==> src/rtl/pkt_concentrator.sv <==
// pkt_concentrator: packs parser bytes into LANES-byte words tagged sop/commit/abort.
// Define PKT_CONC_STATS_EN to build the pkt_cnt / err_cnt statistics counters.
module pkt_concentrator #(
  parameter int LANES   = 8,
  parameter int MIN_LEN = 64,
  parameter int MAX_LEN = 1518,
  parameter int LEN_W   = 14,
  parameter int NB_W    = $clog2(LANES) + 1
) (
  input  logic                 clk,
  input  logic                 reset,
  input  logic                 c_srdy,
  output logic                 c_drdy,
  input  logic [1:0]           c_code,
  input  logic [7:0]           c_data,
  output logic                 p_srdy,
  input  logic                 p_drdy,
  output logic [8*LANES-1:0]   p_data,
  output logic [NB_W-1:0]      p_nbytes,
  output logic                 p_sop,
  output logic                 p_commit,
  output logic                 p_abort,
  output logic [15:0]          pkt_cnt,
  output logic [15:0]          err_cnt
);

  localparam int LW = $clog2(LANES);
  localparam int DW = 8 * LANES;
  localparam logic [1:0] C_DATA = 2'b00;
  localparam logic [1:0] C_SOP  = 2'b01;
  localparam logic [1:0] C_EOP  = 2'b10;
  localparam logic [1:0] C_BAD  = 2'b11;

  typedef enum logic [1:0] {
    S_IDLE,
    S_ACCUM,
    S_DISC
  } state_t;

  state_t           state, state_n;
  logic [DW-1:0]    acc, acc_n, acc_app, byte_w, w_data;
  logic [LW-1:0]    lane, lane_n;
  logic [LEN_W-1:0] len, len_n, len_inc;
  logic             sopp, sopp_n;
  logic [NB_W-1:0]  w_nb;
  logic             w_commit, w_abort, close, stray;
  logic             need_close, ld_ok, fire, giant, full, runt;

  assign ld_ok   = !p_srdy || p_drdy;
  assign c_drdy  = !(need_close && !ld_ok);
  assign fire    = c_srdy && c_drdy;
  assign byte_w  = DW'(c_data);
  assign acc_app = acc | (byte_w << {lane, 3'b000});
  assign len_inc = (len > LEN_W'(MAX_LEN)) ? len : len + LEN_W'(1);
  assign giant   = len_inc > LEN_W'(MAX_LEN);
  assign runt    = len_inc < LEN_W'(MIN_LEN);
  assign full    = lane == LW'(LANES - 1);

  // Would the byte on c_code close a word if accepted this cycle
  always_comb begin
    need_close = 1'b0;
    if (state == S_ACCUM) begin
      if (c_code == C_DATA) need_close = giant || full;
      else                  need_close = 1'b1;
    end
  end

  // Accumulator next state and the word handed to the output register
  always_comb begin
    state_n  = state;
    acc_n    = acc;
    lane_n   = lane;
    len_n    = len;
    sopp_n   = sopp;
    close    = 1'b0;
    stray    = 1'b0;
    w_data   = acc_app;
    w_nb     = NB_W'(lane) + NB_W'(1);
    w_commit = 1'b0;
    w_abort  = 1'b0;
    if (fire) begin
      unique case (state)
        S_IDLE: begin
          if (c_code == C_SOP) begin
            acc_n   = byte_w;
            lane_n  = LW'(1);
            len_n   = LEN_W'(1);
            sopp_n  = 1'b1;
            state_n = S_ACCUM;
          end else begin
            stray = 1'b1;
          end
        end
        S_ACCUM: begin
          close  = need_close;
          acc_n  = acc_app;
          lane_n = lane + LW'(1);
          len_n  = len_inc;
          if (need_close) begin
            acc_n  = '0;
            lane_n = '0;
            sopp_n = 1'b0;
          end
          unique case (c_code)
            C_DATA: begin
              if (giant) begin
                w_abort = 1'b1;
                state_n = S_DISC;
              end
            end
            C_EOP: begin
              w_commit = !giant && !runt;
              w_abort  = giant || runt;
              state_n  = S_IDLE;
            end
            C_BAD: begin
              w_abort = 1'b1;
              state_n = S_IDLE;
            end
            C_SOP: begin
              w_data  = acc;
              w_nb    = NB_W'(lane);
              w_abort = 1'b1;
              acc_n   = byte_w;
              lane_n  = LW'(1);
              len_n   = LEN_W'(1);
              sopp_n  = 1'b1;
            end
          endcase
        end
        S_DISC: begin
          if (c_code == C_SOP) begin
            acc_n   = byte_w;
            lane_n  = LW'(1);
            len_n   = LEN_W'(1);
            sopp_n  = 1'b1;
            state_n = S_ACCUM;
          end else if (c_code != C_DATA) begin
            state_n = S_IDLE;
          end
        end
        default: state_n = S_IDLE;
      endcase
    end
  end

  // Accumulator and FSM registers
  always_ff @(posedge clk) begin
    if (reset) begin
      state <= S_IDLE;
      acc   <= '0;
      lane  <= '0;
      len   <= '0;
      sopp  <= 1'b0;
    end else begin
      state <= state_n;
      acc   <= acc_n;
      lane  <= lane_n;
      len   <= len_n;
      sopp  <= sopp_n;
    end
  end

  // One-word output register, reloads while draining
  always_ff @(posedge clk) begin
    if (reset) begin
      p_srdy   <= 1'b0;
      p_data   <= '0;
      p_nbytes <= '0;
      p_sop    <= 1'b0;
      p_commit <= 1'b0;
      p_abort  <= 1'b0;
    end else if (close) begin
      p_srdy   <= 1'b1;
      p_data   <= w_data;
      p_nbytes <= w_nb;
      p_sop    <= sopp;
      p_commit <= w_commit;
      p_abort  <= w_abort;
    end else if (p_drdy) begin
      p_srdy   <= 1'b0;
    end
  end

`ifdef PKT_CONC_STATS_EN
  logic [15:0] pkt_q, err_q;

  // Committed-packet and error statistics
  always_ff @(posedge clk) begin
    if (reset) begin
      pkt_q <= '0;
      err_q <= '0;
    end else begin
      if (close && w_commit)           pkt_q <= pkt_q + 16'd1;
      if ((close && w_abort) || stray) err_q <= err_q + 16'd1;
    end
  end

  assign pkt_cnt = pkt_q;
  assign err_cnt = err_q;
`else
  logic unused_stats;
  assign unused_stats = stray ^ w_commit;
  assign pkt_cnt = '0;
  assign err_cnt = '0;
`endif

endmodule

==> config.mk <==
export PLATFORM = sky130hd
export DESIGN_NAME = pkt_concentrator
export DESIGN_NICKNAME = d
export VERILOG_FILES = /design/src/rtl/pkt_concentrator.sv
export SDC_FILE = /design/constraint.sdc
export NUM_CORES = 1
export LEC_CHECK = 0
export CORE_ASPECT_RATIO = 0.6
export CORE_MARGIN = 5
export CORE_UTILIZATION = 25
export CTS_CLUSTER_SIZE = 10
export DETAILED_ROUTE_END_ITERATION = 8
export GPL_ROUTABILITY_DRIVEN = 0
export HOLD_SLACK_MARGIN = 0.12
export SLEW_MARGIN = 0
export SYNTH_ARGS = -nofsm -noshare
export SYNTH_HDL_FRONTEND = slang
export SYNTH_SLANG_ARGS = --single-unit
==> constraint.sdc <==
create_clock -name clk -period 3.5 [get_ports clk]
set_clock_uncertainty 0.2 [all_clocks]
set_input_delay 0.7 -clock clk [delete_from_list [all_inputs] [get_ports clk]]
set_output_delay 0.7 -clock clk [all_outputs]
set_load 0.005 [all_outputs]
# == Yosys cells after proc, flatten, opt, wreduce, memory -nomap -nowiden ==
# Index checks and enable logic that the tools add are counted.
# word_totals
register_bits,156
input_bits,14
elab_cells,94
output_inout_bits,105
# classes
eq_ne,12
add_sub_neg,3
shift,1
n_bitwise,1
n_mux,41
reduce_logical,22
order_cmp,3
# ops
op,count
$mux W64,6
$pmux W64 S2,1
$or A64 B64 Y64,1
$shl A8 B6 Y64,1
$mux W14,3
$gt A14 B11 Y1 const B,2
$pmux W14 S2,1
$mux W1,15
$add A14 B1 Y14 const B,1
$lt A14 B7 Y1 const B,1
$mux W4,3
$mux W3,3
$mux W2,4
$eq A2 B2 Y1 const B,3
$ne A3 B2 Y1 const B,2
$ne A3 B3 Y1 const B,2
$pmux W2 S3,1
$pmux W3 S2,1
$reduce_bool A2 Y1,3
$reduce_or A2 Y1,3
$logic_not A1 Y1,5
$reduce_and A5 Y1,1
$add A3 B1 Y4 const B,1
$eq A2 B1 Y1 const B,2
12 further kinds,17

# == Depth between registers and ports, before layout ==
# logic_depth
word_depth,11
ltp_mapped,13
mapped_depth_nobuf,11

# == Least setup slack after synthesis ==
# OpenSTA, ideal clock, no wires.
# synth_timing
kind,reg-to-reg
startpoint,reg len[0]
endpoint,reg p_data[10]
period_less_slack_ps,3328
stages_incl_launch_ff,14
slack_ps,172
n_path_buf,2
arrival_time_ps,2996
cell_sequence,dfxtp_1 -> inv_1 -> ha_1 -> and4b_1 -> o211a_1 -> nor4_1 -> xnor2_1 -> nor4_4 -> a211oi_2 -> or3_1 -> buf_2 -> buf_2 -> a311oi_1 -> nor3_1
# synth_between
elab_chain_cells,10
# synth_rtl
element,line,source
"start, declared",43,"logic [LEN_W-1:0] len, len_n, len_inc;"
"start signal, assigned",159,len <= len_n;
$add A14 B1 Y14 or $gt A14 B11 Y1 (tied branches),54,assign len_inc = (len > LEN_W'(MAX_LEN)) ? len : len + LEN_W'(1);
$mux W14 (*),54,
$gt A14 B11 Y1 (*),55,assign giant = len_inc > LEN_W'(MAX_LEN);
$logic_or A1 B1 Y1 (*),63,if (c_code == C_DATA) need_close = giant || full;
$mux W1 (*),63,
$mux W1 (*),62,if (state == S_ACCUM) begin
$logic_and A1 B1 Y1,50,assign c_drdy = !(need_close && !ld_ok);
$logic_not A1 Y1,50,
$logic_and A1 B1 Y1,51,assign fire = c_srdy && c_drdy;
$mux W64 or $mux W1 (tied branches),81,if (fire) begin
"end signal, assigned",175,p_data <= w_data;
"end, declared",18,"output logic [8*LANES-1:0] p_data,"
# Every way passes the cells marked *; elsewhere a longest branch is shown, timed or not.
# A chain may end at the register's enable or synchronous reset.

# == Worst setup path in the final report ==
# layout_timing
startpoint,reg len[0]
endpoint,out c_drdy
# layout_between
elab_chain_cells,8
# layout_rtl
element,line,source
$add A14 B1 Y14 or $gt A14 B11 Y1 (tied branches),54,
$mux W14 (*),54,
$gt A14 B11 Y1 (*),55,
$logic_or A1 B1 Y1 (*),63,
$mux W1 (*),63,
$mux W1 (*),62,
$logic_and A1 B1 Y1 (*),50,
$logic_not A1 Y1 (*),50,
"end, declared",13,"output logic c_drdy,"
# Marks and branches as above.

==> implementation parameters <==
Parameter                              Value

Placed design
  Total cell area at the placement stage    8730 sq um
  Pre-CTS setup slack    -0.833 ns
  Detailed placement HPWL    17.7 mm
  Number of input and output port buffers inserted    86

Worst setup path
  Element type at the critical path end    primary output
  Highest cell delay on the worst timing path    0.34 ns
  Slowest CP cell    or3_1
  Kind of start point of the critical path    flip-flop
  Crit path max-delay family    compound AO/OA/AOI/OAI gates
  Critical path class    reg2out
  Highest fanout seen on the critical path    4
  Cells along the critical path    inv_1, ha_1, and4b_1, o211a_1, buf_4, o21a_1, o22ai_2, mux2i_2, a211oi_2, or3_1, buf_2
  Count of buffering cells on the critical path with inverters included    3
  Worst EP arrival    2.93 ns
  CP required    2.60 ns

Floorplanning
  Number of cell rows    47
  Die Outline Area    31,200 sq um
  Initial Utilization    25.3%
  Die Width    225 um
  Floorplan Core Area    27,400 sq um
  Die H    139 um
  Number of top-level design ports    119

Final layout
  Antenna Cells    0
  Final instance area    10,800 sq um
  Share of post-route cells with drive strength above 1    29.4%
  Final-stage net count    993
  Synthesis-to-finish area growth    55.9%
  Number of filler cells placed in the layout    between 2,000 and 3,000
  Post-route core utilization    39.4%

Drt
  DR vias/cell    5.15
  DRC violations left    0
  Residual antenna-violating net count after detailed routing    0
  Via Count    6,985
  Wire length reported by the detailed router    between 20 and 30 mm
  Initial DRC count    777
  Avg WL per Cell    between 20 and 25 um
  Drt pass-1 iters    5

Synth
  Cell variety after synth    a little under 60
  Main synth FF type    dfxtp_1
  Seq/Total Area, Yosys    a little under half
  Post-synth ARST share    0%
  Netlist area before placement    roughly 6900 sq um
  Number of synthesized flops with an enable pin    0
  Count of synthesis-stage warnings from yosys    0
  Flip-flop and latch count after synthesis    156
  Gate Count Post-Synth    approximately 800
  Avg Synthesized Cell Area    8.55 sq um

Timing
  Max-slew violation count    0
  Setup total negative slack    -3.78 ns
  Hold violation count in the final report    0
  Worst hold slack    between 0.2 and 0.3 ns
  Final setup violation count    60
  Crit path time final    around 3.8 ns
  Setup slack of the critical path after layout    -0.332 ns
  Achievable frequency    0.261 GHz
  Worst-case headroom to the max-slew limit    approximately a fifth
  Worst-Margin Slew    1.20 ns
  Fraction of the cycle the final worst path needs    109%
  Unrepaired setup endpoints after global routing    true

CTS
  Worst-case clock buffer depth    2
  Clock-pin transition on the worst setup and hold timing paths    0.07 ns
  Num Clock Sinks    156
  Depth of the CTS H-tree    4
  Root Buffer    clkbuf_16
  Quantity of hold-fixing buffers added after cts    0
  Clk_lat worst skew    0.44 ns
  Clock buffers created by TritonCTS    17
  CTS tree    done

Global routing
  First-pass GRT wire length    39.4 mm
  Maximum number of pins on one net before global-route repair    71
  Total GRT Usage    16.2%
  Number of global-route vias before repair    6,450
  Global route total overflow    0
  Antenna violations before repair    0

Status
  Run status    finished, violations left
  Violations in the final reports    setup timing

Pwr
  Maximum VDD drop    0.243 mV
  Static power due to leakage    around 0.0038 uW
  Power density relative to cell area    391 nW/um^2

Worst hold path
  Path class of the lowest-slack min-delay path    reg2reg

Flow run
  Number of maximum-capacitance violations    0
==> worst reg2reg max path, cell delays in order (launching register included) <==
cell      delay [ns]
dfxtp_1         0.31
inv_1           0.07
ha_1            0.14
and4b_1         0.22
o211a_1         0.27
buf_4           0.16
o21a_1          0.21
o22ai_2         0.20
mux2i_2         0.31
a211oi_2        0.12
buf_4           0.17
or3_4           0.41
buf_12          0.16
buf_12          0.15
buf_12          0.13
a311oi_2        0.22
nor3_1          0.07
==> cells in the mapped netlist, drive strengths merged (2+ instances only) <==
library cell	number	share of area (%)
mux2i	2	0.29
or3	9	0.81
nor2	83	4.5
o21a	60	6.5
nand2	46	2.5
nor4	8	0.94
o21ai	11	0.80
a311oi	33	4.2
a2111oi	4	0.80
a21o	3	0.33
o221ai	2	0.25
o31ai	3	0.33
buf	58	5.2
a22o	8	1.0
ha	4	0.72
or2	4	0.36
o2111ai	2	0.25
nor2b	11	0.99
clkbuf	48	2.6
a31oi	2	0.18
nand4b	2	0.25
o22ai	2	0.18
or4	3	0.33
dfxtp	156	45
inv	5	0.27
and2	6	0.54
nand4	3	0.27
nand2b	6	0.54
xnor2	5	0.63
nand3	7	0.51
a21oi	29	2.2
a22oi	2	0.22
o211ai	2	0.22
nor3	132	9.7
a211oi	34	3.8
==> kinds of logic (layout without fill, tap and decap cells) <==
kind of cell,Yosys count,after routing,synth area share (%)
muxes,2,2,0.289
AOI/OAI and AO/OA,205,205,22.2
and+or+nand+nor,324,325,22.7
other,1,32,0.0542
buffers and inverters,112,258,8.15
DFF,156,156,45.1
adders and majority gates,4,4,0.723
xor gates and xnor gates,6,6,0.759
==> placed cells by master (no fill, tap or decap), types with 12 or more instances in the layout <==
master	n
buf_4	93
a211oi_2	16
conb_1	32
buf_12	18
buf_6	12
a21oi_1	23
nor3_2	16
dfxtp_1	154
nor2_1	81
nand2_1	43
a311oi_2	21
clkdlybuf4s50_1	84
nor3_1	115
clkbuf_16	22
o21a_1	60
a211oi_4	18
==> per-stage QoR <==
step | total power, uW | cells
after global routing | 4350 | 1355
after detailed placement | 2260 | 1292
after floorplan | 2080 | 841
after global placement | 2260 | 1292
final | 4220 | 1355
after CTS | 4170 | 1345
==> report_power, final <==
part / switching [uW] / internal (uW)
Sequential: 24.3 / 1810
Combinational: 304 / 211
Clock: 862 / 1010
==> worst paths after layout <==
path	startpoint	endpoint	slack [ns]	cells past startpoint
setup / recovery	len[0]	c_drdy	-0.33	11
hold / removal	p_nbytes[3]	p_nbytes[3]	0.26	2
setup reg to reg	len[0]	p_data[26]	-0.15	16
hold reg to reg	p_nbytes[3]	p_nbytes[3]	0.26	2
==> registers in the layout (all words and copies together) (netlist names), 2 cells and up <==
| name | cells |
|---|---|
| acc | 64 |
| len | 14 |
| p_nbytes | 4 |
| p_data | 64 |
| state | 2 |
| lane | 3 |
==> layer usage <==
layer	up-vias	track usage [%]	routed length [um]
met5	-	0	0
met4	0	3.81	379
met3	37	6.83	3150
met2	323	20.3	10600
met1	3405	25.0	13100
li1	3220	-	-
==> final cells by class <==
cell class,instances,area [sq um],area share (%)
clock buffer,17,425,3.94
clock inverter,15,155,1.44
inverter,6,22.5,0.209
multi-input combinational,574,4290,39.8
sequential,156,3130,29.0
tap,367,459,4.25
timing repair buffer,220,2310,21.4
==> what timing repair did <==
action / 4_1_cts / 5_1_grt
setup endpoints to repair: 155 / 153
buffers inserted: 16 / 14
pin swaps: 14 / 58
gates resized for setup: 83 / 99
cloned: 7 / 5
(Power assumes the default switching activity.)
